<file path="src/rtl/template_rom_rr_arbiter_if.sv">
// Requester/ROM bundle for template_rom_rr_arbiter. The master side is the requesters plus the ROM;
// the slave side is the arbiter.
interface template_rom_rr_arbiter_if #(
  parameter int NUM_REQ    = 4,
  parameter int ADDR_WIDTH = 11,
  parameter int DATA_WIDTH = 8
);
  logic [NUM_REQ-1:0]            req_valid;
  logic [NUM_REQ*ADDR_WIDTH-1:0] req_addr;
  logic [NUM_REQ-1:0]            req_lock;
  logic [NUM_REQ-1:0]            req_ready;
  logic [NUM_REQ-1:0]            rsp_valid;
  logic [DATA_WIDTH-1:0]         rsp_data;
  logic [ADDR_WIDTH-1:0]         rom_addr;
  logic [DATA_WIDTH-1:0]         rom_rd_data;

  modport master (
    output req_valid, req_addr, req_lock, rom_rd_data,
    input  req_ready, rsp_valid, rsp_data, rom_addr
  );

  modport slave (
    input  req_valid, req_addr, req_lock, rom_rd_data,
    output req_ready, rsp_valid, rsp_data, rom_addr
  );
endinterface

</file>
<file path="src/rtl/template_rom_rr_arbiter.sv">
// Round-robin arbiter sharing one synchronous-read template ROM between NUM_REQ requesters.
// Define TEMPLATE_ROM_ARB_LOCK_EN to compile in the burst-lock FSM (ARB/LOCKED) driven by req_lock.

module template_rom_rr_lane #(
  parameter int ADDR_WIDTH = 11,
  parameter int IDX_W      = 2,
  parameter int LANE       = 0
) (
  input  logic                  gnt,
  input  logic [ADDR_WIDTH-1:0] addr,
  input  logic                  tag_vld,
  input  logic [IDX_W-1:0]      tag_id,
  output logic [ADDR_WIDTH-1:0] addr_sel,
  output logic                  rsp_vld
);
  // Masked address lets the top OR-reduce a one-hot selection without an index mux
  assign addr_sel = gnt ? addr : '0;
  assign rsp_vld  = tag_vld && (tag_id == IDX_W'(LANE));
endmodule

module template_rom_rr_arbiter #(
  parameter int NUM_REQ    = 4,
  parameter int ADDR_WIDTH = 11,
  parameter int DATA_WIDTH = 8,
  parameter int RD_LATENCY = 1
) (
  input logic clk,
  input logic rst,
  template_rom_rr_arbiter_if.slave bus
);
  localparam int IDX_W  = (NUM_REQ > 1) ? $clog2(NUM_REQ) : 1;
  localparam int STAGES = RD_LATENCY;

  logic [IDX_W-1:0]                 last_gnt;
  logic [NUM_REQ-1:0]               rr_gnt;
  logic [IDX_W-1:0]                 rr_idx;
  logic                             rr_any;
  logic [NUM_REQ-1:0]               gnt;
  logic [IDX_W-1:0]                 gnt_idx;
  logic                             gnt_any;
  logic [NUM_REQ-1:0][ADDR_WIDTH-1:0] lane_addr;
  logic [ADDR_WIDTH-1:0]            sel_addr;
  logic [ADDR_WIDTH-1:0]            rom_addr_q;
  logic [NUM_REQ-1:0]               rsp_vld;
  logic [STAGES:0]                  vld_pipe;
  logic [STAGES:0][IDX_W-1:0]       id_pipe;

  // Search last_gnt+1, last_gnt+2, ... and take the first valid requester
  always_comb begin
    rr_gnt = '0;
    rr_idx = '0;
    rr_any = 1'b0;
    for (int k = 1; k <= NUM_REQ; k++) begin
      logic [IDX_W-1:0] j;
      j = IDX_W'((int'(last_gnt) + k) % NUM_REQ);
      if (!rr_any && bus.req_valid[j]) begin
        rr_any    = 1'b1;
        rr_gnt[j] = 1'b1;
        rr_idx    = j;
      end
    end
  end

`ifdef TEMPLATE_ROM_ARB_LOCK_EN
  typedef enum logic {ARB, LOCKED} lock_state_e;
  lock_state_e      state;
  logic [IDX_W-1:0] owner;
  logic             hold;

  // Lock release takes effect combinationally, so arbitration resumes in the release cycle
  assign hold = (state == LOCKED) && bus.req_lock[owner];

  always_comb begin
    gnt     = rr_gnt;
    gnt_idx = rr_idx;
    gnt_any = rr_any;
    if (hold) begin
      gnt        = '0;
      gnt[owner] = bus.req_valid[owner];
      gnt_idx    = owner;
      gnt_any    = bus.req_valid[owner];
    end
  end

  always_ff @(posedge clk or posedge rst) begin
    if (rst) begin
      state <= ARB;
      owner <= '0;
    end else if (!hold) begin
      if (gnt_any && bus.req_lock[gnt_idx]) begin
        state <= LOCKED;
        owner <= gnt_idx;
      end else begin
        state <= ARB;
      end
    end
  end
`else
  logic unused_req_lock;
  assign unused_req_lock = ^bus.req_lock;
  assign gnt     = rr_gnt;
  assign gnt_idx = rr_idx;
  assign gnt_any = rr_any;
`endif

  for (genvar i = 0; i < NUM_REQ; i++) begin : g_lane
    template_rom_rr_lane #(
      .ADDR_WIDTH (ADDR_WIDTH),
      .IDX_W      (IDX_W),
      .LANE       (i)
    ) u_lane (
      .gnt      (gnt[i]),
      .addr     (bus.req_addr[i*ADDR_WIDTH +: ADDR_WIDTH]),
      .tag_vld  (vld_pipe[STAGES]),
      .tag_id   (id_pipe[STAGES]),
      .addr_sel (lane_addr[i]),
      .rsp_vld  (rsp_vld[i])
    );
  end

  always_comb begin
    sel_addr = '0;
    for (int i = 0; i < NUM_REQ; i++) sel_addr = sel_addr | lane_addr[i];
  end

  // Tag stage 0 lines up with rom_addr; stage RD_LATENCY lines up with rom_rd_data
  always_ff @(posedge clk or posedge rst) begin
    if (rst) begin
      rom_addr_q <= '0;
      last_gnt   <= IDX_W'(NUM_REQ - 1);
      vld_pipe   <= '0;
      id_pipe    <= '0;
    end else begin
      if (gnt_any) begin
        rom_addr_q <= sel_addr;
        last_gnt   <= gnt_idx;
      end
      vld_pipe <= {vld_pipe[STAGES-1:0], gnt_any};
      id_pipe  <= {id_pipe[STAGES-1:0], gnt_idx};
    end
  end

  assign bus.req_ready = gnt & {NUM_REQ{~rst}};
  assign bus.rom_addr  = rom_addr_q;
  assign bus.rsp_valid = rsp_vld;
  assign bus.rsp_data  = (|rsp_vld) ? bus.rom_rd_data : '0;
endmodule

</file>
<file path="src/flat_wrapper.sv">
// flat-port wrapper written by rule: the top's interface ports become plain ports
module template_rom_rr_arbiter_flat 
#(
  parameter int NUM_REQ    = 4,
  parameter int ADDR_WIDTH = 11,
  parameter int DATA_WIDTH = 8,
  parameter int RD_LATENCY = 1
)
  (clk, rst, bus_req_valid, bus_req_addr, bus_req_lock, bus_rom_rd_data, bus_req_ready, bus_rsp_valid, bus_rsp_data, bus_rom_addr);
  template_rom_rr_arbiter_if #(.NUM_REQ(NUM_REQ), .ADDR_WIDTH(ADDR_WIDTH), .DATA_WIDTH(DATA_WIDTH)) bus_i ();
  input logic clk;
  input logic rst;
  input wire logic [$bits(bus_i.req_valid)-1:0] bus_req_valid;
  input wire logic [$bits(bus_i.req_addr)-1:0] bus_req_addr;
  input wire logic [$bits(bus_i.req_lock)-1:0] bus_req_lock;
  input wire logic [$bits(bus_i.rom_rd_data)-1:0] bus_rom_rd_data;
  output wire logic [$bits(bus_i.req_ready)-1:0] bus_req_ready;
  output wire logic [$bits(bus_i.rsp_valid)-1:0] bus_rsp_valid;
  output wire logic [$bits(bus_i.rsp_data)-1:0] bus_rsp_data;
  output wire logic [$bits(bus_i.rom_addr)-1:0] bus_rom_addr;
  assign bus_i.req_valid = bus_req_valid;
  assign bus_i.req_addr = bus_req_addr;
  assign bus_i.req_lock = bus_req_lock;
  assign bus_i.rom_rd_data = bus_rom_rd_data;
  assign bus_req_ready = bus_i.req_ready;
  assign bus_rsp_valid = bus_i.rsp_valid;
  assign bus_rsp_data = bus_i.rsp_data;
  assign bus_rom_addr = bus_i.rom_addr;
  template_rom_rr_arbiter #(.NUM_REQ(NUM_REQ), .ADDR_WIDTH(ADDR_WIDTH), .DATA_WIDTH(DATA_WIDTH), .RD_LATENCY(RD_LATENCY)) u_core (.clk(clk), .rst(rst), .bus(bus_i));
endmodule
</file>
<file path="config.mk">
export PLATFORM = sky130hd
export DESIGN_NAME = template_rom_rr_arbiter_flat
export DESIGN_NICKNAME = d
export VERILOG_FILES = /design/src/rtl/template_rom_rr_arbiter_if.sv /design/src/rtl/template_rom_rr_arbiter.sv /design/src/flat_wrapper.sv
export SDC_FILE = /design/constraint.sdc
export NUM_CORES = 1
export LEC_CHECK = 0
export ABC_AREA = 1
export CAP_MARGIN = 20
export CELL_PAD_IN_SITES_DETAIL_PLACEMENT = 1
export CELL_PAD_IN_SITES_GLOBAL_PLACEMENT = 2
export CORE_MARGIN = 2
export CORE_UTILIZATION = 21
export CTS_CLUSTER_SIZE = 30
export DETAILED_ROUTE_END_ITERATION = 6
export PLACE_DENSITY = 0.86
export SYNTH_ARGS = -nofsm -noshare
export SYNTH_HDL_FRONTEND = slang
export SYNTH_SLANG_ARGS = --single-unit
export TNS_END_PERCENT = 50
</file>
<file path="constraint.sdc">
create_clock -name clk -period 7.6 [get_ports clk]
set_clock_uncertainty 0.1 [all_clocks]
set_input_delay 1.52 -clock clk [delete_from_list [all_inputs] [get_ports clk]]
set_output_delay 1.52 -clock clk [all_outputs]
set_load 0.01 [all_outputs]
</file>
-- After elaboration in Yosys (flattened, before gate mapping)
Index checks and enable logic that the tools add are counted.
- register bits after elaboration: 19
- input port bits: 62
- word-level logic and storage cells: 77
- add/subtract/negate cells: 4
- muxes and demuxes: 33
- bitwise gates (word level): 8
- reduce and logical (&&, ||, !) cells: 16
- equality and inequality tests: 3
- $lt $le $gt $ge: 8
- operators with widths (cell ; count):
    $mux W11 ; 4
    $or A11 B11 Y11 ; 3
    $mux W4 ; 4
    $lt A2 B3 Y1 const B ; 4
    $mux W1 ; 12
    $or A4 B4 Y4 ; 3
    $logic_and A1 B1 Y1 ; 11
    $bmux W1 S2 ; 4
    $demux W1 S2 ; 4
    $ge A2 B1 Y1 const B ; 4
    $mux W2 ; 4
    $mux W8 ; 1
    $add A2 B1 Y2 const B ; 2
    $add A2 B2 Y2 const B ; 2
    $and A4 B4 Y4 ; 1
    $eq A2 B2 Y1 const B ; 2
    $reduce_or A4 Y1 ; 1
    $logic_not A1 Y1 ; 3
    $eq A2 B1 Y1 const B ; 1
    $logic_not A2 Y1 ; 1
    $not A1 Y1 ; 1

-- Depth between registers and ports, before layout
- depth in word-level cells: 17
- mapped depth: 15
- depth with buffers taken out: 14

-- Cells and area by module
Synthesis repeated with hierarchy kept, for this count alone.
- cell total of the unflattened synthesis: 272
- area total of the unflattened synthesis: 1762.9 um2
- by module, submodules not included (module ; instances ; area each (um2) ; sequential area each (um2) ; cells each):
    template_rom_rr_arbiter ; 1 ; 1350.0 ; 478.0 ; 170
    template_rom_rr_lane (u_core.g_lane[0].u_lane ...) ; 2 ; 105.1 ; 0.0 ; 26
    template_rom_rr_lane (u_core.g_lane[1].u_lane ...) ; 2 ; 101.3 ; 0.0 ; 25

-- Worst setup path after synthesis
Ideal clock, no wire load.
- path kind: input port to output port
- start point: input bus_req_valid[0]
- end point: output bus_req_ready[0]
- data arrival time: 2.509 ns
- path slack: 3.471 ns
- data required time: 5.980 ns
- stages: 10
- buffers on the path: 1
- path through: inv_1 nand2_1 nand3_4 nand2_8 nor2_4 a21oi_4 nand3_2 buf_6 nand2_1 inv_1
- cells in the longest elaborated chain, start to end: 13
- elaborated cells between the ends (all ways): 25
- those cells by class: mux: 15; bitwise: 4; reduce/logical: 6
- ends and longest elaborated chain (what ; line ; RTL):
    start: declaration ; flat_wrapper.sv:13 ; input wire logic [$bits(bus_i.req_valid)-1:0] bus_req_valid;
    $bmux W1 S2 ; template_rom_rr_arbiter.sv:56 ; if (!rr_any && bus.req_valid[j]) begin
    $mux W1 (implied by the code) ; template_rom_rr_arbiter.sv:56 ;
    $mux W1 ; template_rom_rr_arbiter.sv:56 ;
    $logic_not A1 Y1 ; template_rom_rr_arbiter.sv:56 ;
    $logic_and A1 B1 Y1 ; template_rom_rr_arbiter.sv:56 ;
    $mux W1 ; template_rom_rr_arbiter.sv:56 ;
    $logic_not A1 Y1 ; template_rom_rr_arbiter.sv:56 ;
    $logic_and A1 B1 Y1 ; template_rom_rr_arbiter.sv:56 ;
    $mux W1 ; template_rom_rr_arbiter.sv:56 ;
    $logic_not A1 Y1 ; template_rom_rr_arbiter.sv:56 ;
    $logic_and A1 B1 Y1 ; template_rom_rr_arbiter.sv:56 ;
    $mux W4 * ; template_rom_rr_arbiter.sv:56 ;
    $and A4 B4 Y4 * ; template_rom_rr_arbiter.sv:143 ; assign bus.req_ready = gnt & {NUM_REQ{~rst}};
    end: declaration ; flat_wrapper.sv:17 ; output wire logic [$bits(bus_i.req_ready)-1:0] bus_req_ready;
Mark *: on every way between the ends. The rest lies on a longest branch, timed or not. The select of a mux whose other input is x is not followed.

-- Final worst setup path
- start point: input bus_req_valid[2]
- end point: output bus_req_ready[0]
Same word-level chain as after synthesis.

==> metrics.md <==
| Metric | Value |
|---|---|
| Switch share | between 50 and 60% |
| Layout area overhead | 55.6% |
| Synth Instances | 245 |
| Worst reg-to-reg path cell count | 10 |
| Buf+Inv Stages, Crit Path | 4 |
| Post-route ant nets | 0 |
| I/O pins | 89 |
| Final Hold Slack | ~250 ps |
| Non-filler cells, final | 426 |
| # fillers | 966 |
| Top_reg_cell synth | dfrtp_1 |
| First-pass GRT wire length | 8500 µm |
| Final hold violation count | 0 |
| Hold depth | 0 |
| Final setup violation count | 0 |
| Clock Latency Late Sink | ~250 ps |
| ANT cells | 0 |
| Vias post-DR | between 1500 and 2000 |
| Largest net degree at the start of global routing | 24 |
| Rel. slew slack | 64.5% |
| Sw Pwr | 634 µW |
| Tmin final | 5310 ps |
| Core box area | 7730 µm² |
| Clk pwr share | 6.0% |
| Unrepaired setup endpoints after global routing | false |
| Clk pin slew, worst setup/hold paths | roughly 70 ps |
| CTS tree | done |
| DRC viols | 0 |
| DIE AREA | 8750 µm² |
| Setup TNS | 0 ps |
| Htree depth | 1 |
| Vias in the first global route | about 1800 |
| Flop pwr share | between 15 and 20% |
| Status | finished, final reports clean |
| Worst path cell trace | clkdlybuf4s50_1 > inv_1 > nand2_1 > nand3_4 > nand2_8 > nor2_4 > a21oi_4 > nand3_2 > nand2_1 > inv_1 > clkdlybuf4s50_1 |
| Cell Count Post-Placement | 422 |
| Initial antenna violation count | 0 |
| Post-DP HPWL | 4060 µm |
| Slew Viols, Final | 0 |
| Wirelength per Cell | 12.1 µm |
| Clk root buf | clkbuf_8 |
| Die Width | 93.5 µm |
| GPL Wtd Cong | 0.749 |
| Leakage Power | 1.31 nW |
| Internal | 559 µW |
| WP depth | 11 |
| Core Rows | 32 |
| Post-synth EDFFs | 0 |
| CTS Buf Count | 3 |
| Part of the Yosys area used for sequential elements | 28.4% |
| Post-CTS Setup Bufs | 0 |
| Overall power | 1.19 mW |
| Nets | approximately 400 |
| GRT Util Overall | between 10% and 20% |
| Register area | 478 µm² |
| Vias per inst | roughly 4.2 |
| Final Core Density | 33.9% |
| Post-DP Area | about 2600 µm² |
| Transition time of the tightest slew-check pin | 532 ps |
| Critical Path RT | around 6000 ps |
| Synthesized area | 1680 µm² |
| Design area | 2620 µm² |
| Final WS setup | 2290 ps |
| Ys async rst share | 100% |
| Data arrival, critical path | 3690 ps |
| Peak supply drop | roughly 0.16 mV |
| Initial drt markers | 68 |
| Power density cells | 456 nW/µm² |
| Peak Freq | 0.188 GHz |
| Yosys reg bits | 19 |
| Commonest non-fill, non-tap cells in the layout | nand2_1, clkdlybuf4s50_1, inv_1 |
| Dpl ws | around 2300 ps |
| Buffers on Ports | 84 |
| Commonest non-fill, non-tap cell in the layout | nand2_1 |
| Synthesized Nets | 315 |
| Slowest stage delay, CP | 500 ps |
| CP Max Fanout | 12 |
| Slowest cell on the critical path | clkdlybuf4s50_1 |
| Die span in y | 93.5 µm |
| Worst Path Class, Setup | in2out |
| Avg Synthesized Cell Area | 6.87 µm² |
| Synth Warn # | 0 |
| Worst hold path class | reg2reg |
| Multi-input gate area | 1000 µm² |
| Ratio of cells with drive above 1 in the final layout | 13.0% |
| Pre-Repair DR Iteration Count | 4 |
| Hold buffer count at CTS | 0 |
| PostCTS Resize Cnt | 0 |
| CTS Buffer Depth | 2 |
| Combinational share of power | 76.1% |
| Clock sink total | 19 |
| Grt total ovfl | 0 |
| Initial core utilization | a little over a fifth |
| Crit. End Element | output pin |
| Startpoint Class | input pin |
| Final wirelength | 5170 µm |
| Max Cap Violations | 0 |
| Period utilisation layout | a little over two thirds |
| Post-synthesis cell type count | 31 |
| CP top delay family | buffers and inverters |
sequential cells by signal, summed over array words and instances (netlist names):
register,flops
u_core.bus.rom_addr,11
u_core.id_pipe,4
u_core.last_gnt,2
u_core.vld_pipe,2
logic make-up after synthesis:
| family | Yosys count | share of synthesized area [%] |
|---|---|---|
| adders and majority gates | 8 | 5.95 |
| and+or+nand+nor | 166 | 47.6 |
| DFF | 19 | 28.4 |
| buffers and inverters | 40 | 12.0 |
| AOI/OAI and AO/OA | 12 | 6.10 |
final cells by class:
class | instances | share of cell area (%)
inverter | 30 | 4.40
clock buffer | 3 | 1.58
sequential | 19 | 18.3
multi-input combinational | 186 | 38.3
tap | 102 | 4.87
timing repair buffer | 85 | 32.4
clock inverter | 1 | 0.191
power groups by stage:
stage,Combinational (mW),Sequential [mW],Clock [mW]
after floorplan,0.668,0.214,0
after global placement,0.909,0.216,0
after detailed placement,0.926,0.217,0
after CTS,0.928,0.216,0.0744
after global routing,1.04,0.221,0.0783
final,0.908,0.214,0.0717
routing by layer:
layer	vias to the layer above	routed length [µm]	GRT usage (%)
met1	839	2330	15.0
met4	0	55	2.21
met5	-	0	0
li1	896	-	-
met2	44	2560	21.4
met3	4	226	1.69
Yosys cell counts, types with 2 or more instances:
cell / count / share of area [%]
ha_1: 8 / 5.9
a21boi_0: 2 / 0.89
o211ai_1: 3 / 1.3
nand3_1: 7 / 2.1
dfstp_2: 2 / 3.1
dfrtp_1: 17 / 25
nand2_4: 2 / 1.3
nand2_2: 15 / 5.6
nand4_1: 3 / 1.1
inv_2: 2 / 0.45
buf_4: 5 / 2.2
nand2_1: 111 / 25
buf_6: 4 / 2.7
nor3_1: 4 / 1.2
nand3_2: 4 / 2.4
nor2_1: 13 / 2.9
inv_1: 27 / 6.0
a21oi_2: 2 / 1.0
nand3_4: 2 / 2.1
path summary, 6_finish.rpt:
check	start	slack, ps	to
max	bus_req_valid[2]	2290	bus_req_ready[0]
min	u_core.vld_pipe[0]$_DFF_PP0_	250	u_core.vld_pipe[1]$_DFF_PP0_
max reg2reg	u_core.last_gnt[1]$_DFFE_PP1P_	4760	u_core.last_gnt[1]$_DFFE_PP1P_
min reg2reg	u_core.vld_pipe[0]$_DFF_PP0_	250	u_core.vld_pipe[1]$_DFF_PP0_
max in group asynchronous	rst	5620	u_core.last_gnt[0]$_DFFE_PP1P_
min in group asynchronous	rst	1500	u_core.bus.rom_addr[1]$_DFFE_PP0P_
Note: power is estimated with default switching activity, not from simulation.
